File: src/rtl/assist_seq_pkg.sv
// assist_seq_pkg -- shared types and constants for the assist sequencer.
//   state_t       : sequencer FSM states (IDLE / WAIT / UPDATE)
//   TORQUE_MIN    : minimum meaningful crank torque reading
//   DD_LAT_DEF    : default desired-drive pipeline depth (clocks)
//   SLEW_STEP_DEF : default maximum target_curr change per update
package assist_seq_pkg;

    typedef enum logic [1:0] {
        IDLE   = 2'd0,
        WAIT   = 2'd1,
        UPDATE = 2'd2
    } state_t;

    localparam logic [11:0] TORQUE_MIN    = 12'h380;
    localparam int          DD_LAT_DEF    = 3;
    localparam logic [11:0] SLEW_STEP_DEF = 12'h040;

endpackage

File: src/rtl/assist_seq_if.sv
// assist_seq_if -- sensor-in / desired-drive / motor-command bundle.
//   sample_rdy, avg_torque, cadence, incline, scale, not_pedaling : sensor side
//   dd_* (5 operands) and dd_target_curr                          : datapath side
//   target_curr, curr_vld, busy, ovr_cnt                          : command side
// Modports: slave = sequencer, master = environment (sensors + datapath).
interface assist_seq_if;
    logic        sample_rdy;
    logic [11:0] avg_torque;
    logic [4:0]  cadence;
    logic [12:0] incline;
    logic [2:0]  scale;
    logic        not_pedaling;

    logic [11:0] dd_avg_torque;
    logic [4:0]  dd_cadence;
    logic [12:0] dd_incline;
    logic [2:0]  dd_scale;
    logic        dd_not_pedaling;
    logic [11:0] dd_target_curr;

    logic [11:0] target_curr;
    logic        curr_vld;
    logic        busy;
    logic [7:0]  ovr_cnt;

    modport slave (
        input  sample_rdy, avg_torque, cadence, incline, scale, not_pedaling,
        input  dd_target_curr,
        output dd_avg_torque, dd_cadence, dd_incline, dd_scale, dd_not_pedaling,
        output target_curr, curr_vld, busy, ovr_cnt
    );

    modport master (
        output sample_rdy, avg_torque, cadence, incline, scale, not_pedaling,
        output dd_target_curr,
        input  dd_avg_torque, dd_cadence, dd_incline, dd_scale, dd_not_pedaling,
        input  target_curr, curr_vld, busy, ovr_cnt
    );
endinterface

File: src/rtl/assist_seq_curr_slew.sv
// curr_slew -- combinational slew limiter for the motor current command.
//   cur : current target_curr
//   tgt : freshly captured datapath result
//   nxt : cur moved toward tgt by at most STEP, never past tgt
// Only instantiated when SLEW_LIMIT_EN is defined.
module curr_slew
    import assist_seq_pkg::*;
#(
    parameter logic [11:0] STEP = SLEW_STEP_DEF
) (
    input  logic [11:0] cur,
    input  logic [11:0] tgt,
    output logic [11:0] nxt
);
    logic [11:0] diff;

    // Stepping only when the gap exceeds STEP means cur+STEP < tgt <= FFF and
    // cur-STEP > tgt >= 0, so neither direction can wrap.
    always_comb begin
        nxt  = tgt;
        diff = '0;
        if (tgt > cur) begin
            diff = tgt - cur;
            if (diff > STEP) nxt = cur + STEP;
        end else begin
            diff = cur - tgt;
            if (diff > STEP) nxt = cur - STEP;
        end
    end
endmodule

File: src/rtl/assist_seq.sv
// assist_seq -- sequences sensor samples through the desired-drive datapath
// and issues the motor current command.
//   clk, rst_n : clock, asynchronous active-low reset
//   bus        : assist_seq_if.slave (sensor inputs, dd_* operands and
//                dd_target_curr result, target_curr/curr_vld, busy, ovr_cnt)
// Optional feature macro: SLEW_LIMIT_EN -- rate-limit target_curr changes
// to SLEW_STEP per update via curr_slew; otherwise target_curr takes the
// captured datapath result directly.
module assist_seq
    import assist_seq_pkg::*;
#(
    parameter int          DD_LAT    = DD_LAT_DEF,
    parameter logic [11:0] SLEW_STEP = SLEW_STEP_DEF
) (
    input  logic        clk,
    input  logic        rst_n,
    assist_seq_if.slave bus
);
    localparam int            CW       = (DD_LAT < 1) ? 1 : $clog2(DD_LAT + 1);
    localparam logic [CW-1:0] CNT_LAST = CW'(DD_LAT);

    state_t        state, state_nxt;
    logic [CW-1:0] cnt;
    logic          pend;
    logic [7:0]    ovr;
    logic          load_dd, do_cap, do_upd, busy, drop;

    logic [11:0]   dd_at_q;
    logic [4:0]    dd_cad_q;
    logic [12:0]   dd_inc_q;
    logic [2:0]    dd_sc_q;
    logic          dd_np_q;
    logic [11:0]   cap_q, tgt_q, curr_next;
    logic          vld_q;

    always_ff @(posedge clk or negedge rst_n) begin
        if (!rst_n) state <= IDLE;
        else        state <= state_nxt;
    end

    always_comb begin
        state_nxt = state;
        load_dd   = 1'b0;
        do_cap    = 1'b0;
        do_upd    = 1'b0;
        case (state)
            IDLE: begin
                if (bus.sample_rdy || pend) begin
                    load_dd   = 1'b1;
                    state_nxt = WAIT;
                end
            end
            WAIT: begin
                if (cnt == CNT_LAST) begin
                    do_cap    = 1'b1;
                    state_nxt = UPDATE;
                end
            end
            UPDATE: begin
                do_upd = 1'b1;
                if (pend) begin
                    load_dd   = 1'b1;
                    state_nxt = WAIT;
                end else begin
                    state_nxt = IDLE;
                end
            end
            default: state_nxt = IDLE;
        endcase
    end

    assign busy = (state != IDLE);
    // A reload consumes the pending slot, so a sample arriving with it is
    // re-queued rather than dropped.
    assign drop = bus.sample_rdy && busy && pend && !load_dd;

    always_ff @(posedge clk or negedge rst_n) begin
        if (!rst_n) begin
            cnt  <= '0;
            pend <= 1'b0;
            ovr  <= '0;
        end else begin
            if (load_dd) begin
                cnt  <= '0;
                // pend is only ever 1 here if a sample coincides with the reload
                pend <= pend & bus.sample_rdy;
            end else begin
                if (state == WAIT && cnt != CNT_LAST) cnt <= cnt + 1'b1;
                if (bus.sample_rdy && busy)           pend <= 1'b1;
            end
            if (drop && ovr != 8'hFF) ovr <= ovr + 1'b1;
        end
    end

    // Operands stay frozen from WAIT entry until the next reload.
    always_ff @(posedge clk or negedge rst_n) begin
        if (!rst_n) begin
            dd_at_q  <= '0;
            dd_cad_q <= '0;
            dd_inc_q <= '0;
            dd_sc_q  <= '0;
            dd_np_q  <= 1'b0;
        end else if (load_dd) begin
            dd_at_q  <= bus.avg_torque;
            dd_cad_q <= bus.cadence;
            dd_inc_q <= bus.incline;
            dd_sc_q  <= bus.scale;
            dd_np_q  <= bus.not_pedaling;
        end
    end

`ifdef SLEW_LIMIT_EN
    curr_slew #(.STEP(SLEW_STEP)) u_slew (
        .cur (tgt_q),
        .tgt (cap_q),
        .nxt (curr_next)
    );
`else
    logic [11:0] unused_slew_step;
    assign unused_slew_step = SLEW_STEP;
    assign curr_next        = cap_q;
`endif

    always_ff @(posedge clk or negedge rst_n) begin
        if (!rst_n) begin
            cap_q <= '0;
            tgt_q <= '0;
            vld_q <= 1'b0;
        end else begin
            if (do_cap) cap_q <= bus.dd_target_curr;
            // not pedaling cuts assist immediately, bypassing any slew
            if (do_upd) tgt_q <= dd_np_q ? 12'h000 : curr_next;
            vld_q <= do_upd;
        end
    end

    assign bus.dd_avg_torque   = dd_at_q;
    assign bus.dd_cadence      = dd_cad_q;
    assign bus.dd_incline      = dd_inc_q;
    assign bus.dd_scale        = dd_sc_q;
    assign bus.dd_not_pedaling = dd_np_q;
    assign bus.target_curr     = tgt_q;
    assign bus.curr_vld        = vld_q;
    assign bus.busy            = busy;
    assign bus.ovr_cnt         = ovr;
endmodule

File: src/flat_wrapper.sv
// flat-port wrapper written by rule: the top's interface ports become plain ports
module assist_seq_flat import assist_seq_pkg::*;
#(
    parameter int          DD_LAT    = DD_LAT_DEF,
    parameter logic [11:0] SLEW_STEP = SLEW_STEP_DEF
)
  (clk, rst_n, bus_sample_rdy, bus_avg_torque, bus_cadence, bus_incline, bus_scale, bus_not_pedaling, bus_dd_target_curr, bus_dd_avg_torque, bus_dd_cadence, bus_dd_incline, bus_dd_scale, bus_dd_not_pedaling, bus_target_curr, bus_curr_vld, bus_busy, bus_ovr_cnt);
  assist_seq_if bus_i ();
  input  logic clk;
  input  logic rst_n;
  input wire logic [$bits(bus_i.sample_rdy)-1:0] bus_sample_rdy;
  input wire logic [$bits(bus_i.avg_torque)-1:0] bus_avg_torque;
  input wire logic [$bits(bus_i.cadence)-1:0] bus_cadence;
  input wire logic [$bits(bus_i.incline)-1:0] bus_incline;
  input wire logic [$bits(bus_i.scale)-1:0] bus_scale;
  input wire logic [$bits(bus_i.not_pedaling)-1:0] bus_not_pedaling;
  input wire logic [$bits(bus_i.dd_target_curr)-1:0] bus_dd_target_curr;
  output wire logic [$bits(bus_i.dd_avg_torque)-1:0] bus_dd_avg_torque;
  output wire logic [$bits(bus_i.dd_cadence)-1:0] bus_dd_cadence;
  output wire logic [$bits(bus_i.dd_incline)-1:0] bus_dd_incline;
  output wire logic [$bits(bus_i.dd_scale)-1:0] bus_dd_scale;
  output wire logic [$bits(bus_i.dd_not_pedaling)-1:0] bus_dd_not_pedaling;
  output wire logic [$bits(bus_i.target_curr)-1:0] bus_target_curr;
  output wire logic [$bits(bus_i.curr_vld)-1:0] bus_curr_vld;
  output wire logic [$bits(bus_i.busy)-1:0] bus_busy;
  output wire logic [$bits(bus_i.ovr_cnt)-1:0] bus_ovr_cnt;
  assign bus_i.sample_rdy = bus_sample_rdy;
  assign bus_i.avg_torque = bus_avg_torque;
  assign bus_i.cadence = bus_cadence;
  assign bus_i.incline = bus_incline;
  assign bus_i.scale = bus_scale;
  assign bus_i.not_pedaling = bus_not_pedaling;
  assign bus_i.dd_target_curr = bus_dd_target_curr;
  assign bus_dd_avg_torque = bus_i.dd_avg_torque;
  assign bus_dd_cadence = bus_i.dd_cadence;
  assign bus_dd_incline = bus_i.dd_incline;
  assign bus_dd_scale = bus_i.dd_scale;
  assign bus_dd_not_pedaling = bus_i.dd_not_pedaling;
  assign bus_target_curr = bus_i.target_curr;
  assign bus_curr_vld = bus_i.curr_vld;
  assign bus_busy = bus_i.busy;
  assign bus_ovr_cnt = bus_i.ovr_cnt;
  assist_seq #(.DD_LAT(DD_LAT), .SLEW_STEP(SLEW_STEP)) u_core (.clk(clk), .rst_n(rst_n), .bus(bus_i));
endmodule
File: config.mk
export PLATFORM = sky130hd
export DESIGN_NAME = assist_seq_flat
export DESIGN_NICKNAME = d
export VERILOG_FILES = /design/src/rtl/assist_seq_pkg.sv /design/src/rtl/assist_seq_if.sv /design/src/rtl/assist_seq_curr_slew.sv /design/src/rtl/assist_seq.sv /design/src/flat_wrapper.sv
export SDC_FILE = /design/constraint.sdc
export NUM_CORES = 1
export LEC_CHECK = 0
export CORE_MARGIN = 2
export CORE_UTILIZATION = 46
export CTS_BUF_LIST = sky130_fd_sc_hd__clkbuf_8
export CTS_CLUSTER_DIAMETER = 80
export CTS_CLUSTER_SIZE = 20
export DETAILED_ROUTE_END_ITERATION = 8
export GPL_ROUTABILITY_DRIVEN = 1
export GPL_TIMING_DRIVEN = 0
export PLACE_DENSITY = 0.9
export SKIP_CTS_REPAIR_TIMING = 1
export SLEW_MARGIN = 10
export SYNTH_ARGS = -nofsm -noshare
export SYNTH_HDL_FRONTEND = slang
export SYNTH_SLANG_ARGS = --single-unit
File: constraint.sdc
create_clock -name clk -period 1.96 [get_ports clk]
set_input_delay 0.294 -clock clk [delete_from_list [all_inputs] [get_ports clk]]
set_output_delay 0.294 -clock clk [all_outputs]
set_load 0.1 [all_outputs]
==> flow_summary.ini <==
[detailed_routing]
wire_per_inst_um = 15.54
drc = 0
ant_nets = 0
dr.pass1.iters = 4
wl_met3_um = 382
dr.max_layer_used = met4
via_count = 2090
wirelength_um = 6339
wl_met1_um = 2425
drt_iter0_markers = 59
vias_per_cell = 5.123
route.met2.wl_um = 3367

[cts]
cts_buffer_depth = 2
cts_buffers = 9
clock-root-buffer = clkbuf_8
cts_tree = done
clkSlewWorstSetupHoldPaths_ns = 0.07
clock_latency_ns = 0.33
clock-sinks = 72
h-tree-depth = 3

[global_routing]
antenna_found_initial = 0
grt_max_degree = 53
grt_overflow = 0
grtUsageTotal_pct = 18.91
grt_pass1_wl_um = 10320
grt_pass1_vias = 2188

[finish]
area_delta_synth_final_pct = 51.88
stdcell_area_um2 = 4403
drive_gt1_share_pct = 22.52
num_antenna_cells = 0
nets = 379

[sta]
slew_violations = 0
min_period_over_period_pct = 95.79
post-route-min-period_ns = 1.877
setup_viol = 0
hold_violations = 0
relSlewSlack_pct = 32.93
worstMarginPinSlew_ns = 1.004
fin_ws_ns = 0.08257
rsz0062_at_grt = false
fmax_mhz = 532.6
clock_skew_ns = 0.003494

[floorplanning]
start_util_pct = 48.39
rows = 28
die_x_um = 83.39
design.die.area_um2 = 6953
num_io_pins = 105
dieHeight_um = 83.39
coreArea_um2 = 5991

[setup_path]
r2r-end = u_core.bus.dd_scale[2]$_DFFE_PN0P_
regToRegSetupSlack_ns = 0.30
slowest_stage = dlymetal6s2s_1
path_cells = dlymetal6s2s_1
cp_max_fo = 7
worstRegToRegCells = 4
crit_buf_inv = 1
critical_path_required_ns = 1.67
r2r-start = u_core.state[1]$_DFFE_PN0P_
worstSetupEndpointType = output pin
crit_type = reg -> out
critPathMaxStageDelay_ns = 0.78
path_depth = 1
crit_family = buffers and inverters
crit_arrival_ns = 1.58
start_kind = flip-flop

[flow_run]
maxCapViolCount = 0

[yosys]
synth_nets = 262
synth-async-reset-ratio_pct = 100.0
synth_ff_type = dfrtp_1
synthCells = 211
ys_types = 31
synth_area_leaders = dfrtp_1, mux2_2, nand2b_1
synth_warnings = 0
synth_edf_count = 0
ys_ff_latch = 72
yosys.area.top_type_share_pct = 62.15
synth_top_area_cell = dfrtp_1
synth.avg_cell_area_um2 = 13.74
ys_seq_area_share_pct = 62.15
synth_area_um2 = 2899

[placed_design]
gp_congestion = 0.7881
io_buffers = 104
hpwl_um = 4599
dpl_worst_slack_ns = -0.1129
dpl_cell_area_um2 = 4061

[run_status]
status = finished clean

[worst_hold_path]
min_path_type = in -> async
-- kinds of logic after synthesis --
kind of cell / share of synthesized area, %
muxes: 19.34
and+or+nand+nor: 9.409
buffers and inverters: 2.287
DFF: 62.15
AOI/OAI and AO/OA: 4.748
xor gates and xnor gates: 1.209
adders and majority gates: 0.8630
-- per-stage QoR --
step	TNS, ns	instances	util, %	hold slack, ns
after detailed placement	-2.745	391	67.79	0.2049
after CTS	-11.22	407	71.12	-0.1650
after global routing	0	408	73.50	0.4046
final	0	408	73.50	0.3928
after global placement	-136.21	390	67.38	0.4641
after floorplan	0	211	-	-0.001591
-- cell usage in the layout (no fill, tap or decap), types with 2 or more instances in the layout --
master and count:
clkdlybuf4s50_1 47, nor2_1 3, inv_1 5, nand4_1 3, nor3b_1 2, dfrtp_2 2
buf_6 3, dlymetal6s2s_1 55, clkinv_2 2, dfrtp_1 70, nand2_1 16, mux2_2 48
ha_1 2, o21ai_0 12, mux2i_1 2, a31oi_1 3, or2_2 2, nand3_1 3
o21a_1 2, and3_1 3, buf_2 2, xnor2_1 3, nand2b_1 14, clkbuf_8 11
clkbuf_1 2
-- synthesized netlist by cell type (all sizes together), types with 2 or more instances --
cell     n
dfrtp   72
mux2    48
nand2   16
nand2b  14
o21ai   12
buf      6
a31oi    3
and3     3
inv      3
nand3    3
nand4    3
nor2     3
xnor2    3
clkbuf   2
ha       2
mux2i    2
nor3b    2
o21a     2
or2      2
-- how the worst max path moves through the flow --
| stage | start | end | slack [ns] |
|---|---|---|---|
| 3_3_place_gp | rst_n | u_core.bus.ovr_cnt[1]$_DFFE_PN0P_ | -2.12 |
| 2_1_floorplan | u_core.bus.ovr_cnt[3]$_DFFE_PN0P_ | u_core.bus.ovr_cnt[1]$_DFFE_PN0P_ | 0.02 |
| 3_5_place_dp | bus_sample_rdy | u_core.bus.dd_scale[2]$_DFFE_PN0P_ | -0.11 |
| 4_1_cts | u_core.state[0]$_DFFE_PN0P_ | bus_busy | -0.48 |
| 6_report | u_core.bus.ovr_cnt[2]$_DFFE_PN0P_ | bus_ovr_cnt[2] | 0.08 |
| 5_1_grt | u_core.bus.ovr_cnt[2]$_DFFE_PN0P_ | bus_ovr_cnt[2] | 0.03 |
-- cell type report --
type,instances,area [um^2]
sequential,72,1804
fill,420,1588
timing repair buffer,106,1209
multi-input combinational,128,1031
clock buffer,11,151.4
tap,75,93.84
buffer,8,55.05
clock inverter,5,47.55
inverter,3,11.26
-- metal layers --
layer  vias to the layer above  GRT usage [%]
met5                         -              0
met4                         0          8.793
met3                        13          5.368
met2                        69          33.72
met1                      1042          20.69
li1                        966              -
-- registers in the layout, indices dropped and copies added, names as in the netlist, 3 cells and up --
register and count:
u_core.cap_q 12, u_core.bus.ovr_cnt 8, u_core.bus.dd_avg_torque 12, u_core.bus.dd_cadence 5, u_core.bus.dd_scale 3, u_core.bus.dd_incline 13
u_core.bus.target_curr 12
Power of run 1 is left out: the tool's default activity adds up to more than one toggle a clock period on the data nets, which glitch-free logic cannot reach.
